`config.mk`:
```
export PLATFORM = sky130hd
export DESIGN_NAME = lcd12864_text_buffer
export DESIGN_NICKNAME = d
export VERILOG_FILES = /design/src/rtl/lcd12864_pkg.sv /design/src/rtl/lcd12864_char_ram.sv /design/src/rtl/lcd12864_text_buffer.sv
export SDC_FILE = /design/constraint.sdc
export NUM_CORES = 1
export LEC_CHECK = 0
export ABC_AREA = 1
export BUFFER_PORTS_ARGS = -buffer_cell sky130_fd_sc_hd__buf_2
export CORE_MARGIN = 5
export CORE_UTILIZATION = 62
export DETAILED_ROUTE_END_ITERATION = 8
export PLACE_DENSITY = 0.79
export RECOVER_POWER = 100
export SLEW_MARGIN = 10
export SYNTH_ARGS = -nofsm -noshare
export SYNTH_HDL_FRONTEND = slang
export SYNTH_HIERARCHICAL = 1
export SYNTH_SLANG_ARGS = --single-unit
```
`constraint.sdc`:
```
create_clock -name SYS_CLK -period 2.05 [get_ports SYS_CLK]
set_input_delay 0.205 -clock SYS_CLK [delete_from_list [all_inputs] [get_ports SYS_CLK]]
set_output_delay 0.205 -clock SYS_CLK [all_outputs]
set_load 0.1 [all_outputs]
```
`src/rtl/lcd12864_pkg.sv`:
```
// Shared constants for the LCD12864 display path (text buffer and controller).
package lcd12864_pkg;

    localparam int         LCD_LINES   = 2;
    localparam int         LCD_COLS    = 16;
    localparam logic [7:0] CHAR_BLANK  = 8'h20;

    // DDRAM base addresses of the two text lines, used by the controller
    localparam logic [7:0] DDRAM_LINE0 = 8'h80;
    localparam logic [7:0] DDRAM_LINE1 = 8'h90;

    typedef enum logic [0:0] {
        ST_CLEAR = 1'b0,
        ST_IDLE  = 1'b1
    } state_t;

endpackage

```
`src/rtl/lcd12864_char_ram.sv`:
```
// Character storage: one write port, registered read port, read-before-write.
// Indices past the end of the array read back as the fill character.
module lcd12864_char_ram #(
    parameter int         DEPTH  = 32,
    parameter int         ADDR_W = 5,
    parameter logic [7:0] FILL   = 8'h20
) (
    input  logic              clk,
    input  logic              rst,
    input  logic              we,
    input  logic [ADDR_W-1:0] waddr,
    input  logic [7:0]        wdata,
    input  logic [ADDR_W-1:0] raddr,
    output logic [7:0]        rdata
);

    localparam logic [ADDR_W:0] DEPTH_EXT = (ADDR_W+1)'(DEPTH);

    logic [7:0] mem [DEPTH];
    logic       raddr_ok;

    assign raddr_ok = ({1'b0, raddr} < DEPTH_EXT);

    // Storage array, no reset so it maps onto LUT RAM
    always_ff @(posedge clk) begin
        if (we) begin
            mem[waddr] <= wdata;
        end
    end

    // Registered read; old contents are returned when a write hits the same index
    always_ff @(posedge clk or posedge rst) begin
        if (rst) begin
            rdata <= FILL;
        end else if (raddr_ok) begin
            rdata <= mem[raddr];
        end else begin
            rdata <= FILL;
        end
    end

endmodule

```
`src/rtl/lcd12864_text_buffer.sv`:
```
// 2x16 character frame buffer feeding the LCD12864 controller.
// Clears itself to blanks after reset or on request, accepts host writes
// while idle, and flags the controller when the contents need a refresh.
module lcd12864_text_buffer
    import lcd12864_pkg::*;
#(
    parameter int         LINES      = LCD_LINES,
    parameter int         COLS       = LCD_COLS,
    parameter int         ADDR_W     = 5,
    parameter logic [7:0] CLEAR_CHAR = CHAR_BLANK
) (
    input  logic              SYS_CLK,
    input  logic              SYS_RST,
    input  logic              WR_VALID,
    output logic              WR_READY,
    input  logic [ADDR_W-1:0] WR_ADDR,
    input  logic [7:0]        WR_DATA,
    input  logic              CLR_REQ,
    input  logic [ADDR_W-1:0] RD_ADDR,
    output logic [7:0]        RD_DATA,
    input  logic              FRAME_START,
    output logic              DIRTY,
    output logic              BUSY
);

    localparam int                DEPTH     = LINES * COLS;
    localparam logic [ADDR_W:0]   DEPTH_EXT = (ADDR_W+1)'(DEPTH);
    localparam logic [ADDR_W-1:0] LAST_IDX  = ADDR_W'(DEPTH - 1);

    state_t            state;
    logic [ADDR_W-1:0] clr_cnt;
    logic              busy_q;
    logic              ready_q;
    logic              dirty_q;

    logic              wr_in_range;
    logic              wr_commit;
    logic              clr_last;
    logic              clr_done;

    logic              ram_we;
    logic [ADDR_W-1:0] ram_waddr;
    logic [7:0]        ram_wdata;

    assign wr_in_range = ({1'b0, WR_ADDR} < DEPTH_EXT);
    assign wr_commit   = WR_VALID & ready_q & wr_in_range;
    assign clr_last    = (clr_cnt == LAST_IDX);
    assign clr_done    = (state == ST_CLEAR) & clr_last & ~CLR_REQ;

    assign BUSY     = busy_q;
    assign WR_READY = ready_q;
    assign DIRTY    = dirty_q;

    // RAM write port: the clear sequence owns it, otherwise accepted host writes
    always_comb begin
        ram_we    = 1'b0;
        ram_waddr = WR_ADDR;
        ram_wdata = WR_DATA;
        if (state == ST_CLEAR) begin
            ram_we    = 1'b1;
            ram_waddr = clr_cnt;
            ram_wdata = CLEAR_CHAR;
        end else begin
            ram_we    = wr_commit;
        end
    end

    // Clear/idle sequencing with registered BUSY and WR_READY
    always_ff @(posedge SYS_CLK or posedge SYS_RST) begin
        if (SYS_RST) begin
            state   <= ST_CLEAR;
            clr_cnt <= '0;
            busy_q  <= 1'b1;
            ready_q <= 1'b0;
        end else begin
            case (state)
                ST_CLEAR: begin
                    if (CLR_REQ) begin
                        clr_cnt <= '0;
                    end else if (clr_last) begin
                        state   <= ST_IDLE;
                        clr_cnt <= '0;
                        busy_q  <= 1'b0;
                        ready_q <= 1'b1;
                    end else begin
                        clr_cnt <= clr_cnt + 1'b1;
                    end
                end
                ST_IDLE: begin
                    if (CLR_REQ) begin
                        state   <= ST_CLEAR;
                        clr_cnt <= '0;
                        busy_q  <= 1'b1;
                        ready_q <= 1'b0;
                    end
                end
                default: begin
                    state   <= ST_CLEAR;
                    clr_cnt <= '0;
                    busy_q  <= 1'b1;
                    ready_q <= 1'b0;
                end
            endcase
        end
    end

    // Refresh flag: content changes set it, FRAME_START clears it, set has priority
    always_ff @(posedge SYS_CLK or posedge SYS_RST) begin
        if (SYS_RST) begin
            dirty_q <= 1'b0;
        end else if (wr_commit | clr_done) begin
            dirty_q <= 1'b1;
        end else if (FRAME_START) begin
            dirty_q <= 1'b0;
        end
    end

    lcd12864_char_ram #(
        .DEPTH  (DEPTH),
        .ADDR_W (ADDR_W),
        .FILL   (CLEAR_CHAR)
    ) u_char_ram (
        .clk   (SYS_CLK),
        .rst   (SYS_RST),
        .we    (ram_we),
        .waddr (ram_waddr),
        .wdata (ram_wdata),
        .raddr (RD_ADDR),
        .rdata (RD_DATA)
    );

endmodule

```
==> results of run 1 <==
kinds of logic (layout without fill, tap and decap cells):
kind of cell	count (synthesis)	count (layout)
DFF	273	273
AOI/OAI and AO/OA	8	8
xor gates and xnor gates	1	1
buffers and inverters	81	169
and+or+nand+nor	643	643
adders and majority gates	3	3
state kept, by name, summed over array words and instances (netlist names):
signal	count
DIRTY	1
u_char_ram/rdata	8
state	1
u_char_ram/mem	256
WR_READY	1
BUSY	1
clr_cnt	5
cell type report:
| class | instances | share of cell area (%) |
|---|---|---|
| flip-flops and latches | 273 | 64.0 |
| well taps | 229 | 2.26 |
| clock inverters | 12 | 0.424 |
| clock buffers | 34 | 5.53 |
| multi-input cells | 655 | 21.9 |
| repair buffers | 96 | 5.06 |
| inverters | 27 | 0.809 |
metrics by stage:
stage / setup slack, ps / utilization [%] / hold WS (ps)
4_1_cts: 121 / 71.1 / 197
5_1_grt: 25.5 / 70.2 / 235
3_5_place_dp: -7.22 / 66.6 / 204
6_report: 124 / 70.2 / 205
3_3_place_gp: 114 / 66.6 / 195
2_1_floorplan: 119 / - / 19.9
worst paths after layout:
path / cells after the start / endpoint
setup / recovery: 7 / u_char_ram/mem[16][6]$_DFFE_PP_
hold / removal: 3 / clr_cnt[3]$_DFFE_PP0P_
setup reg to reg: 7 / u_char_ram/mem[16][6]$_DFFE_PP_
hold reg to reg: 2 / BUSY$_DFFE_PP1P_
max in group asynchronous: 3 / u_char_ram/rdata[5]$_DFF_PP1_
min in group SYS_CLK: 5 / u_char_ram/rdata[5]$_DFF_PP1_
power by group through the flow:
stage	Clock, uW	Combinational [uW]	Sequential (uW)
floorplan	0	469	6360
global placement	0	809	6230
detailed placement	0	826	6230
CTS	4350	840	6110
global route	4600	916	6120
finish	4300	844	6110
what timing repair did:
item	in CTS	in global routing
hold endpoints to repair	19	0
setup endpoints to repair	8	48
setup buffers	0	0
hold buffers	5	0
resized for setup	1	1
worst register-to-register path: stages (launching register included):
cell and delay [ps]:
sky130_fd_sc_hd__dfrtp_2 460, sky130_fd_sc_hd__buf_4 180, sky130_fd_sc_hd__nand2_1 70, sky130_fd_sc_hd__nand2_1 140
sky130_fd_sc_hd__inv_1 150, sky130_fd_sc_hd__nand3_1 220, sky130_fd_sc_hd__nor2_1 160, sky130_fd_sc_hd__clkbuf_2 240
synth_stat cells, drive strengths merged:
cell    number  share of area, %
xnor2        1             0.077
nand3      209               9.2
nand2      397                13
or2          1             0.055
dfrtp       15               3.3
clkbuf       6              0.20
buf         48               3.5
edfxtp     256                67
dfstp        2              0.46
o211ai       1             0.066
nor2        35               1.2
o21ai        7              0.31
ha           3              0.33
inv         27              0.89
nand4        1             0.055
routing by layer:
metal	vias to the layer above	share of wire (%)	GRT usage [%]	wire, um
li1	3597	-	-	-
met1	3632	38	33.8	10100
met2	452	49	41.3	12900
met3	82	9.8	4.27	2590
met4	0	3.1	7.98	816
met5	-	0	0	0
==> flow_summary.rst, run 1 <==
.. list-table::
   :header-rows: 1

   * - Metric
     - Value
   * - Wirelength per Cell
     - about 20 um
   * - Worst max-slew margin expressed relative to the limit
     - 14.1%
   * - Reg area
     - 8120 um^2
   * - Std-Cell Core Area
     - 18100 um^2
   * - Multi-input gate area in the final layout
     - 2780 um^2
   * - Via count of the first global-routing pass
     - between 7000 and 8000
   * - Req. time, crit path
     - around 2300 ps
   * - Fraction of layout cells with a size suffix above 1
     - a little under an eighth
   * - Reg-to-reg critical path startpoint
     - state$_DFF_PP0_
   * - DRC violation count after routing
     - 0
   * - Clock Latency Late Sink
     - ~530 ps
   * - Detailed-router iteration count before antenna repair
     - 6
   * - Highest attainable clock frequency
     - 0.519 GHz
   * - Post-DP HPWL
     - 16000 um
   * - Number of hold violations in the final report
     - 0
   * - Setup violations, final
     - 0
   * - Status
     - finished, final reports clean
   * - Pin count of the biggest net entering global routing
     - 129
   * - Max-cap violations
     - 0
   * - # port buffers
     - 33
   * - TritonCTS clock tree
     - done
   * - Number of antenna violations at the first check in global routing
     - 0
   * - Max incr delay on CP
     - 460 ps
   * - Total via count after detailed routing
     - 7763
   * - Total routed wirelength
     - roughly 26000 um
   * - Number of buffers created by CTS
     - 27
   * - Transition time at the pin with the least slew margin
     - 1290 ps
   * - Placement-stage cell area
     - 12000 um^2
   * - Total die area
     - around 21000 um^2
   * - Die Ht
     - 146 um
   * - Largest family of logic cells by synthesized area
     - simple AND/OR/NAND/NOR gates
   * - Arrival time worst endpoint
     - 2140 ps
   * - Critical path peak fanout
     - 10
   * - Category of the critical setup timing path
     - register to register
   * - Part of the power in combinational logic
     - 7.5%
   * - Maximum buffer depth of the clock tree
     - 3
   * - Area Overhead vs Synth
     - 11.0%
   * - Fill cell count
     - 1240
   * - Area of the mapped netlist
     - about 11000 um^2
   * - Total of warnings raised by yosys
     - 6
   * - Final #Nets
     - ~1100
   * - Launch point of the critical path
     - state$_DFF_PP0_
   * - Grt ovf
     - 0
   * - Peak ir drop on the vdd network
     - 0.715 mV
   * - Sequential share of the synthesized area
     - 71.0%
   * - Critical path buffer and inverter count
     - 3
   * - Non-Filler Cell Area, Final
     - 12700 um^2
   * - Initial Utilization
     - between 60 and 70%
   * - Overall Global Routing Usage
     - around 25%
   * - Total Negative Setup Slacks
     - 0 ps
   * - Net switching power
     - 2550 uW
   * - Unrepaired setup endpoints after global routing
     - false
   * - Type of the worst min-delay path
     - primary input to async pin
   * - Iteration-0 DRC count of the detailed router
     - 1110
   * - Number of instances in the synthesized netlist
     - 1009
   * - Number of rows created at floorplan
     - 49
   * - Slowest stage cell on the critical path
     - sky130_fd_sc_hd__dfrtp_2
   * - Worst reg-to-reg setup slack
     - 120 ps
   * - Post-Synth Adder-Cell Area
     - 0.328%
   * - Number of H-tree branching levels
     - 1
   * - Overall power after layout
     - 11300 uW
   * - Clock power frac
     - 38.2%
   * - Setup clock skew after layout
     - ~18 ps
   * - Clock Sinks
     - 273
   * - Cell type group with the largest total delay on the critical path
     - simple AND/OR/NAND/NOR gates
   * - Max-slew violation count
     - 0
   * - Number of vias per cell after detailed routing
     - 5.85
   * - Final instance count without filler cells
     - 1326
   * - Time the worst path needs with I/O delays and setup
     - 1930 ps
   * - Cell Count Post-Placement
     - 1275
   * - Multiplexer share of the synthesized area
     - 0%
   * - Cell breakdown of the critical path
     - buf_4, nand2_1, nand2_1, inv_1, nand3_1, nor2_1, clkbuf_2
   * - Fraction of the mapped netlist area in simple logic gates
     - a little under a quarter
   * - Clock input transition at the sequential cells of the worst setup and hold paths
     - 60 ps
   * - Sw Ratio
     - 22.6%
   * - Distinct cells, synth
     - 23
   * - Endpoint type of the worst setup path
     - register
   * - Boundary Pins
     - 34
   * - Post-synthesis sequential element count
     - 273
   * - Highest-count cells in the layout ignoring fill and taps
     - sky130_fd_sc_hd__nand2_1 (396), sky130_fd_sc_hd__edfxtp_1 (256), sky130_fd_sc_hd__nand3_1 (209)
   * - Die W
     - 146 um
   * - Power density over the cells
     - 887 nW/um^2
   * - Final weighted congestion of routability-driven global placement
     - between 0.9 and 1
   * - Syn Area/Cell
     - 11.3 um^2
   * - Global-route wire length before repair
     - 41400 um
   * - Clock Root Buffer
     - sky130_fd_sc_hd__clkbuf_16
   * - Synthesized-area fraction occupied by ao, oa, aoi and oai cells
     - less than 1%
   * - Critical path launch point type
     - register
   * - Most used cell along the critical path
     - sky130_fd_sc_hd__nand2_1
   * - Antenna-violating nets left
     - 0
   * - Most frequent standard cell in the layout excluding fill and tap cells
     - sky130_fd_sc_hd__nand2_1
   * - Synthesized netlist net count
     - 1035
   * - Post-synthesis share of cell area spent on xor and xnor gates
     - 0.0766%
   * - Antenna diode count
     - 0
   * - Leakage power of the design
     - approximately 0.0050 uW
   * - Period Utilization, post-route
     - 94.0%
   * - Seq pwr share
     - between 50% and 60%
   * - Int Power
     - just under 9000 uW
(Power assumes the default switching activity.)
==> run 2, diff against run 1 <==
- CORE_UTILIZATION: 62 -> 67
- PLACE_DENSITY: 0.79 -> 0.85
- TNS_END_PERCENT: default -> 20
- clock period: 2.05 -> 2.3 ns (I/O delays scaled with it)
==> flow_summary.rst, run 2 (synthesis results as in run 1) <==
.. list-table::
   :header-rows: 1

   * - Metric
     - Value
   * - Top flop regs
     - u_char_ram/mem (256), u_char_ram/rdata (8), clr_cnt (5)
   * - Arrival time worst endpoint
     - 2440 ps (+300 ps)
   * - Worst max-slew margin expressed relative to the limit
     - 18.3% (+4.2 points)
   * - Utilization after layout
     - 76.2% (+6.1 points)
   * - Total die area
     - 19800 um^2 (-7.0%)
   * - Critical path launch point type
     - register
   * - Highest-utilization routing layer at the global route stage
     - met2
   * - Period Utilization, post-route
     - 96.6% (+2.6 points)
   * - Pin count of the biggest net entering global routing
     - 129 (unchanged)
   * - Detailed-router iteration count before antenna repair
     - 6 (unchanged)
   * - Critical path peak fanout
     - 9 (-1)
   * - Clock Latency Late Sink
     - 530 ps (about the same)
   * - Wirelength per Cell
     - 21.1 um (+6.0%)
   * - Category of the critical setup timing path
     - register to register
   * - Boundary Pins
     - 34 (unchanged)
   * - Number of rows created at floorplan
     - 47 (-4.1%)
   * - Highest-count cells in the layout ignoring fill and taps
     - sky130_fd_sc_hd__nand2_1 (396), sky130_fd_sc_hd__edfxtp_1 (256), sky130_fd_sc_hd__nand3_1 (209)
   * - TritonCTS clock tree
     - done
   * - Time the worst path needs with I/O delays and setup
     - 2220 ps (+295 ps)
   * - Reg area
     - 8120 um^2 (about the same)
   * - Number of H-tree branching levels
     - 1 (unchanged)
   * - Clock input transition at the sequential cells of the worst setup and hold paths
     - 60 ps (about the same)
   * - Met3 track demand over resource in global routing
     - 5.05% (+0.78 points)
   * - Clock Sinks
     - 273 (unchanged)
   * - Die W
     - 141 um (-3.5%)
   * - Max-slew violation count
     - 0 (unchanged)
   * - Die Ht
     - 141 um (-3.5%)
   * - GR met2 Demand/Resource
     - 45.5% (+4.2 points)
   * - Std-Cell Core Area
     - 16600 um^2 (-8.0%)
   * - Antenna diode count
     - 0 (unchanged)
   * - Global-route wire length before repair
     - 42800 um (+3.4%)
   * - # port buffers
     - 33 (unchanged)
   * - Initial Utilization
     - 68.7% (+5.5 points)
   * - Number of buffers created by CTS
     - 26 (-3.7%)
   * - Maximum buffer depth of the clock tree
     - 3 (unchanged)
   * - Most frequent standard cell in the layout excluding fill and tap cells
     - sky130_fd_sc_hd__nand2_1
   * - Fraction of layout cells with a size suffix above 1
     - 10.9% (-0.98 points)
   * - Launch point of the critical path
     - state$_DFF_PP0_
   * - Register bank with the most flops
     - u_char_ram/mem
   * - Overall Global Routing Usage
     - 28.2% (+3.4 points)
   * - Number of hold violations in the final report
     - 0 (unchanged)
   * - Req. time, crit path
     - 2520 ps (+250 ps)
   * - Leakage power of the design
     - 0.00496 uW (-0.37%)
   * - Multi-input gate area in the final layout
     - 2790 um^2 (about the same)
   * - Overall power after layout
     - 10500 uW (-6.6%)
   * - Via count of the first global-routing pass
     - 7816 (+0.92%)
   * - Area Overhead vs Synth
     - 11.0% (unchanged)
   * - Final weighted congestion of routability-driven global placement
     - 0.917 (-3.9%)
   * - Final #Nets
     - 1102 (-0.36%)
   * - Fill cell count
     - 995 (-20%)
   * - Status
     - finished, final reports clean
   * - Number of vias per cell after detailed routing
     - 6.17 (+5.4%)
   * - Met1 capacity usage during global routing
     - 39.0% (+5.2 points)
   * - Max FFs per register
     - 256 (unchanged)
   * - Post-CTS setup buffer count
     - 0 (unchanged)
   * - Iteration-0 DRC count of the detailed router
     - 1300 (+17%)
   * - Power density over the cells
     - 829 nW/um^2 (-6.6%)
   * - Setup violations, final
     - 0 (unchanged)
   * - Number of antenna violations at the first check in global routing
     - 0 (unchanged)
   * - Reg-to-reg critical path startpoint
     - state$_DFF_PP0_
   * - Clock Root Buffer
     - sky130_fd_sc_hd__clkbuf_16
   * - Setup clock skew after layout
     - 8.74 ps (-9.69 ps)
   * - DRC violation count after routing
     - 0 (unchanged)
   * - Antenna-violating nets left
     - 0 (unchanged)
   * - Max-cap violations
     - 0 (unchanged)
   * - Hold_sp
     - WR_VALID
   * - Total routed wirelength
     - 27800 um (+5.2%)
   * - Endpoint type of the worst setup path
     - register
   * - Peak ir drop on the vdd network
     - 0.703 mV (-1.7%)
   * - Transition time at the pin with the least slew margin
     - 1230 ps (-62.5 ps)
   * - Type of the worst min-delay path
     - primary input to register
   * - Highest attainable clock frequency
     - 0.450 GHz (-13%)
   * - Post-DP HPWL
     - 16200 um (+1.4%)
   * - Total via count after detailed routing
     - 8111 (+4.5%)
   * - Grt ovf
     - 0 (unchanged)
==> run 2: cell types whose count changed in the layout (fill, tap and decap cells not counted), sizes merged <==
cell	previous run	this run
dlygate4sd3	5	4
clkbuf	79	92
clkinv	12	4
bufinv	0	3
buf	46	37
==> run 2: routing by layer <==
metal,up-vias,part of all wire [%]
met5,-,0
met4,0,3.9
met3,122,13
met2,646,47
met1,3745,36
li1,3598,-
==> run 2: layout make-up <==
class | instances | area share (%)
clock inverter | 7 | 0.848
sequential | 273 | 64.0
multi-input combinational | 655 | 22.0
tap | 220 | 2.17
timing repair buffer | 93 | 4.24
inverter | 27 | 0.799
clock buffer | 40 | 6.03
==> run 2: path summary, 6_finish.rpt <==
kind | to | slack, ps | cells after the start
setup / recovery | u_char_ram/mem[9][4]$_DFFE_PP_ | 80 | 4
hold / removal | DIRTY$_DFFE_PP0P_ | 10 | 3
setup reg to reg | u_char_ram/mem[9][4]$_DFFE_PP_ | 80 | 4
hold reg to reg | BUSY$_DFFE_PP1P_ | 470 | 2
max in group asynchronous | u_char_ram/rdata[5]$_DFF_PP1_ | 1690 | 3
min in group asynchronous | clr_cnt[3]$_DFFE_PP0P_ | 210 | 3
==> run 2: through the flow <==
step | std cells | setup TNS, ps | worst slack, ps | instance area [um^2] | hold slack (ps)
2_1_floorplan | 1009 | 0 | 78.3 | 11400 | 44.9
3_3_place_gp | 1264 | 0 | 322 | 11900 | 220
3_5_place_dp | 1264 | 0 | 207 | 11900 | 227
4_1_cts | 1315 | 0 | 170 | 12800 | 11.3
5_1_grt | 1315 | -217 | -27.6 | 12700 | 13.4
6_report | 1315 | 0 | 78.8 | 12700 | 9.52
==> run 2: power by group <==
part           switching, uW  leakage [uW]  internal, uW
combinational            561       0.00214           181
clock                   1710      0.000425          2610
sequential              23.3       0.00239          5430
==> run 2: repair_timing <==
| action | 4_1_cts | 5_1_grt |
|---|---|---|
| resized for setup | 0 | 1 |
| endpoints found under the setup margin | 0 | 8 |
| hold buffers | 4 | 0 |
| hold endpoints to repair | 19 | 0 |
==> run 2: critical path, stage by stage, from the launching register on <==
cell and delay (ps):
sky130_fd_sc_hd__dfrtp_1 470, sky130_fd_sc_hd__o21ai_0 620, sky130_fd_sc_hd__nand3_1 370, sky130_fd_sc_hd__nor2_1 200, sky130_fd_sc_hd__buf_2 240
==> run 3, diff against run 2 <==
- BUFFER_PORTS_ARGS: -buffer_cell sky130_fd_sc_hd__buf_2 -> default
- CORE_UTILIZATION: 67 -> 68
- DONT_BUFFER_PORTS: default -> 1
- PLACE_DENSITY: 0.85 -> 0.84
==> flow_summary.rst, run 3 (synthesis results as in run 1) <==
.. list-table::
   :header-rows: 1

   * - Metric
     - Value
   * - Detailed-router iteration count before antenna repair
     - 9 (+3)
   * - Post-route setup slack
     - 46.3 ps (-32.4 ps)
   * - Non-Filler Cell Area, Final
     - 12500 um^2 (-1.7%)
   * - Clock Latency Late Sink
     - 530 ps (about the same)
   * - Critical path launch point type
     - register
   * - Logic depth of the worst register-to-register path
     - 10 (+6)
   * - Register bank with the most flops
     - u_char_ram/mem
   * - Worst reg-to-reg setup slack
     - 50 ps (-30 ps)
   * - Clock input transition at the sequential cells of the worst setup and hold paths
     - 60 ps (about the same)
   * - Boundary Pins
     - 34 (unchanged)
   * - Final weighted congestion of routability-driven global placement
     - 0.899 (-2.0%)
   * - Antenna-violating nets left
     - 0 (unchanged)
   * - Number of buffers created by CTS
     - 26 (unchanged)
   * - Transition time at the pin with the least slew margin
     - 959 ps (-266 ps)
   * - Most frequent standard cell in the layout excluding fill and tap cells
     - sky130_fd_sc_hd__nand2_1
   * - Most used cell along the critical path
     - sky130_fd_sc_hd__nand2_1
   * - Final #Nets
     - 1068 (-3.1%)
   * - Number of H-tree branching levels
     - 1 (unchanged)
   * - Post-CTS setup buffer count
     - 0 (unchanged)
   * - WHS Endpoint
     - u_char_ram/rdata[5]$_DFF_PP1_
   * - Unrepaired setup endpoints after global routing
     - true
   * - Cell breakdown of the critical path
     - nand2_1, nand3_1, nand3_2, nand2_1, nand2_1, nand2_1, nand2_1, dlygate4sd3_1, nand2_1, dlygate4sd3_1
   * - Status
     - finished, final reports clean
   * - Max-slew violation count
     - 0 (unchanged)
   * - Worst R2R End
     - u_char_ram/rdata[4]$_DFF_PP0_
   * - Setup violations, final
     - 0 (unchanged)
   * - Overall Global Routing Usage
     - 28.3% (+0.13 points)
   * - Slowest stage cell on the critical path
     - sky130_fd_sc_hd__dlygate4sd3_1
   * - Die Ht
     - 140 um (-0.69%)
   * - Number of rows created at floorplan
     - 47 (unchanged)
   * - Fraction of layout cells with a size suffix above 1
     - 7.91% (-3.0 points)
   * - Power density over the cells
     - 813 nW/um^2 (-1.9%)
   * - Setup clock skew after layout
     - 11.6 ps (+2.91 ps)
   * - Highest-count cells in the layout ignoring fill and taps
     - sky130_fd_sc_hd__nand2_1 (396), sky130_fd_sc_hd__edfxtp_1 (256), sky130_fd_sc_hd__nand3_1 (208)
   * - Cell type group with the largest total delay on the critical path
     - buffers and inverters
   * - Grt ovf
     - 0 (unchanged)
   * - Total routed wirelength
     - 27500 um (-0.93%)
   * - Initial Utilization
     - 69.2% (+0.49 points)
   * - Via count of the first global-routing pass
     - 7897 (+1.0%)
   * - Critical path buffer and inverter count
     - 2 (+1)
   * - Highest attainable clock frequency
     - 0.444 GHz (-1.4%)
   * - Clock Root Buffer
     - sky130_fd_sc_hd__clkbuf_16
   * - Reg-to-reg critical path startpoint
     - u_char_ram/mem[28][4]$_DFFE_PP_
   * - Number of vias per cell after detailed routing
     - 6.17 (about the same)
   * - Worst max-slew margin expressed relative to the limit
     - 36.0% (+18 points)
   * - Post-DP HPWL
     - 16300 um (+0.62%)
   * - Endpoint type of the worst setup path
     - register
   * - Total via count after detailed routing
     - 7914 (-2.4%)
   * - Req. time, crit path
     - 2710 ps (+190 ps)
   * - Worst hold path stage count
     - 4 (+1)
   * - Max FFs per register
     - 256 (unchanged)
   * - Fill cell count
     - 1027 (+3.2%)
   * - Hold_sp
     - RD_ADDR[3]
   * - DRC violation count after routing
     - 0 (unchanged)
   * - Placement-stage cell area
     - 11700 um^2 (-1.8%)
   * - Clock Sinks
     - 273 (unchanged)
   * - Maximum buffer depth of the clock tree
     - 3 (unchanged)
   * - Antenna diode count
     - 0 (unchanged)
   * - Leakage power of the design
     - 0.00479 uW (-3.4%)
   * - Wirelength per Cell
     - 21.5 um (+1.6%)
   * - Worst Setup Slack post-DPL
     - 113 ps (-93.9 ps)
   * - Global-route wire length before repair
     - 42900 um (+0.26%)
   * - Area Overhead vs Synth
     - 9.13%
   * - # port buffers
     - 0 (-100%)
   * - TritonCTS clock tree
     - done
   * - Iteration-0 DRC count of the detailed router
     - 1131 (-13%)
   * - Pin count of the biggest net entering global routing
     - 130 (+0.78%)
   * - Arrival time worst endpoint
     - 2660 ps (+220 ps)
   * - Die W
     - 140 um (-0.69%)
   * - Category of the critical setup timing path
     - register to register
   * - Time the worst path needs with I/O delays and setup
     - 2250 ps (+32.4 ps)
   * - Overall power after layout
     - 10100 uW (-3.6%)
   * - Number of antenna violations at the first check in global routing
     - 0 (unchanged)
   * - Critical path peak fanout
     - 1 (-8)
   * - Type of the worst min-delay path
     - primary input to register
   * - Total Negative Setup Slacks
     - 0 ps (unchanged)
   * - Std-Cell Core Area
     - 16500 um^2 (-0.71%)
   * - Max-cap violations
     - 0 (unchanged)
   * - Total die area
     - 19500 um^2 (-1.4%)
   * - Number of hold violations in the final report
     - 0 (unchanged)
   * - Max incr delay on CP
     - 560 ps (-60 ps)
   * - Period Utilization, post-route
     - 98.0% (+1.4 points)
   * - Peak ir drop on the vdd network
     - 0.565 mV (-20%)
   * - Top flop regs
     - u_char_ram/mem (256), u_char_ram/rdata (8), clr_cnt (5)
[run 3: power by group]
part           leakage, uW  internal (uW)  switching [uW]
logic              0.00199            153             373
clock network     0.000404           2350            1710
registers          0.00239           5430             134
total              0.00479           7930            2210
[run 3: per-layer routing]
metal | track usage, % | vias to the layer above | part of all wire [%]
met5 | 0 | - | 0
met4 | 10.4 | 0 | 3.6
met3 | 5.18 | 96 | 12
met2 | 45.8 | 546 | 48
met1 | 39.3 | 3745 | 37
li1 | - | 3527 | -
[run 3: layout make-up]
cell class | instances | area, um^2 | area share (%)
inverter | 27 | 103 | 0.823
tap | 220 | 275 | 2.21
clock inverter | 6 | 31.3 | 0.251
multi-input combinational | 655 | 2800 | 22.4
sequential | 273 | 8120 | 65.1
timing repair buffer | 59 | 360 | 2.89
clock buffer | 42 | 792 | 6.35
[run 3: what timing repair did]
action                                  CTS  global route
gates resized for setup                   0             4
hold buffers                              8             0
endpoints found under the setup margin    0            25
hold endpoints to repair                 33             0
[run 3: worst max path at each step]
stage	to	cells past startpoint	slack, ps	from
2_1_floorplan	u_char_ram/mem[31][0]$_DFFE_PP_	4	80	WR_READY$_DFFE_PP0P_
3_3_place_gp	u_char_ram/mem[0][5]$_DFFE_PP_	6	240	state$_DFF_PP0_
3_5_place_dp	u_char_ram/mem[6][7]$_DFFE_PP_	3	110	state$_DFF_PP0_
4_1_cts	u_char_ram/rdata[4]$_DFF_PP0_	10	90	u_char_ram/mem[29][4]$_DFFE_PP_
5_1_grt	u_char_ram/rdata[4]$_DFF_PP0_	10	-10	u_char_ram/mem[29][4]$_DFFE_PP_
6_report	u_char_ram/rdata[4]$_DFF_PP0_	10	50	u_char_ram/mem[28][4]$_DFFE_PP_
[run 3: worst register-to-register path, stage by stage, from the launching register on]
cell and delay, ps:
sky130_fd_sc_hd__edfxtp_1 380, sky130_fd_sc_hd__nand2_1 90, sky130_fd_sc_hd__nand3_1 90, sky130_fd_sc_hd__nand3_2 110, sky130_fd_sc_hd__nand2_1 80, sky130_fd_sc_hd__nand2_1 80, sky130_fd_sc_hd__nand2_1 80, sky130_fd_sc_hd__nand2_1 70
sky130_fd_sc_hd__dlygate4sd3_1 560, sky130_fd_sc_hd__nand2_1 50, sky130_fd_sc_hd__dlygate4sd3_1 550
[run 3: through the flow]
stage / util, % / std cells / hold WS, ps
after global routing: 75.5 / 1282 / 30.4
after CTS: 76.2 / 1282 / 3.08
final: 75.5 / 1282 / 39.8
after global placement: 70.7 / 1226 / 91.1
after detailed placement: 70.7 / 1226 / 93.7
after floorplan: - / 1009 / 44.9
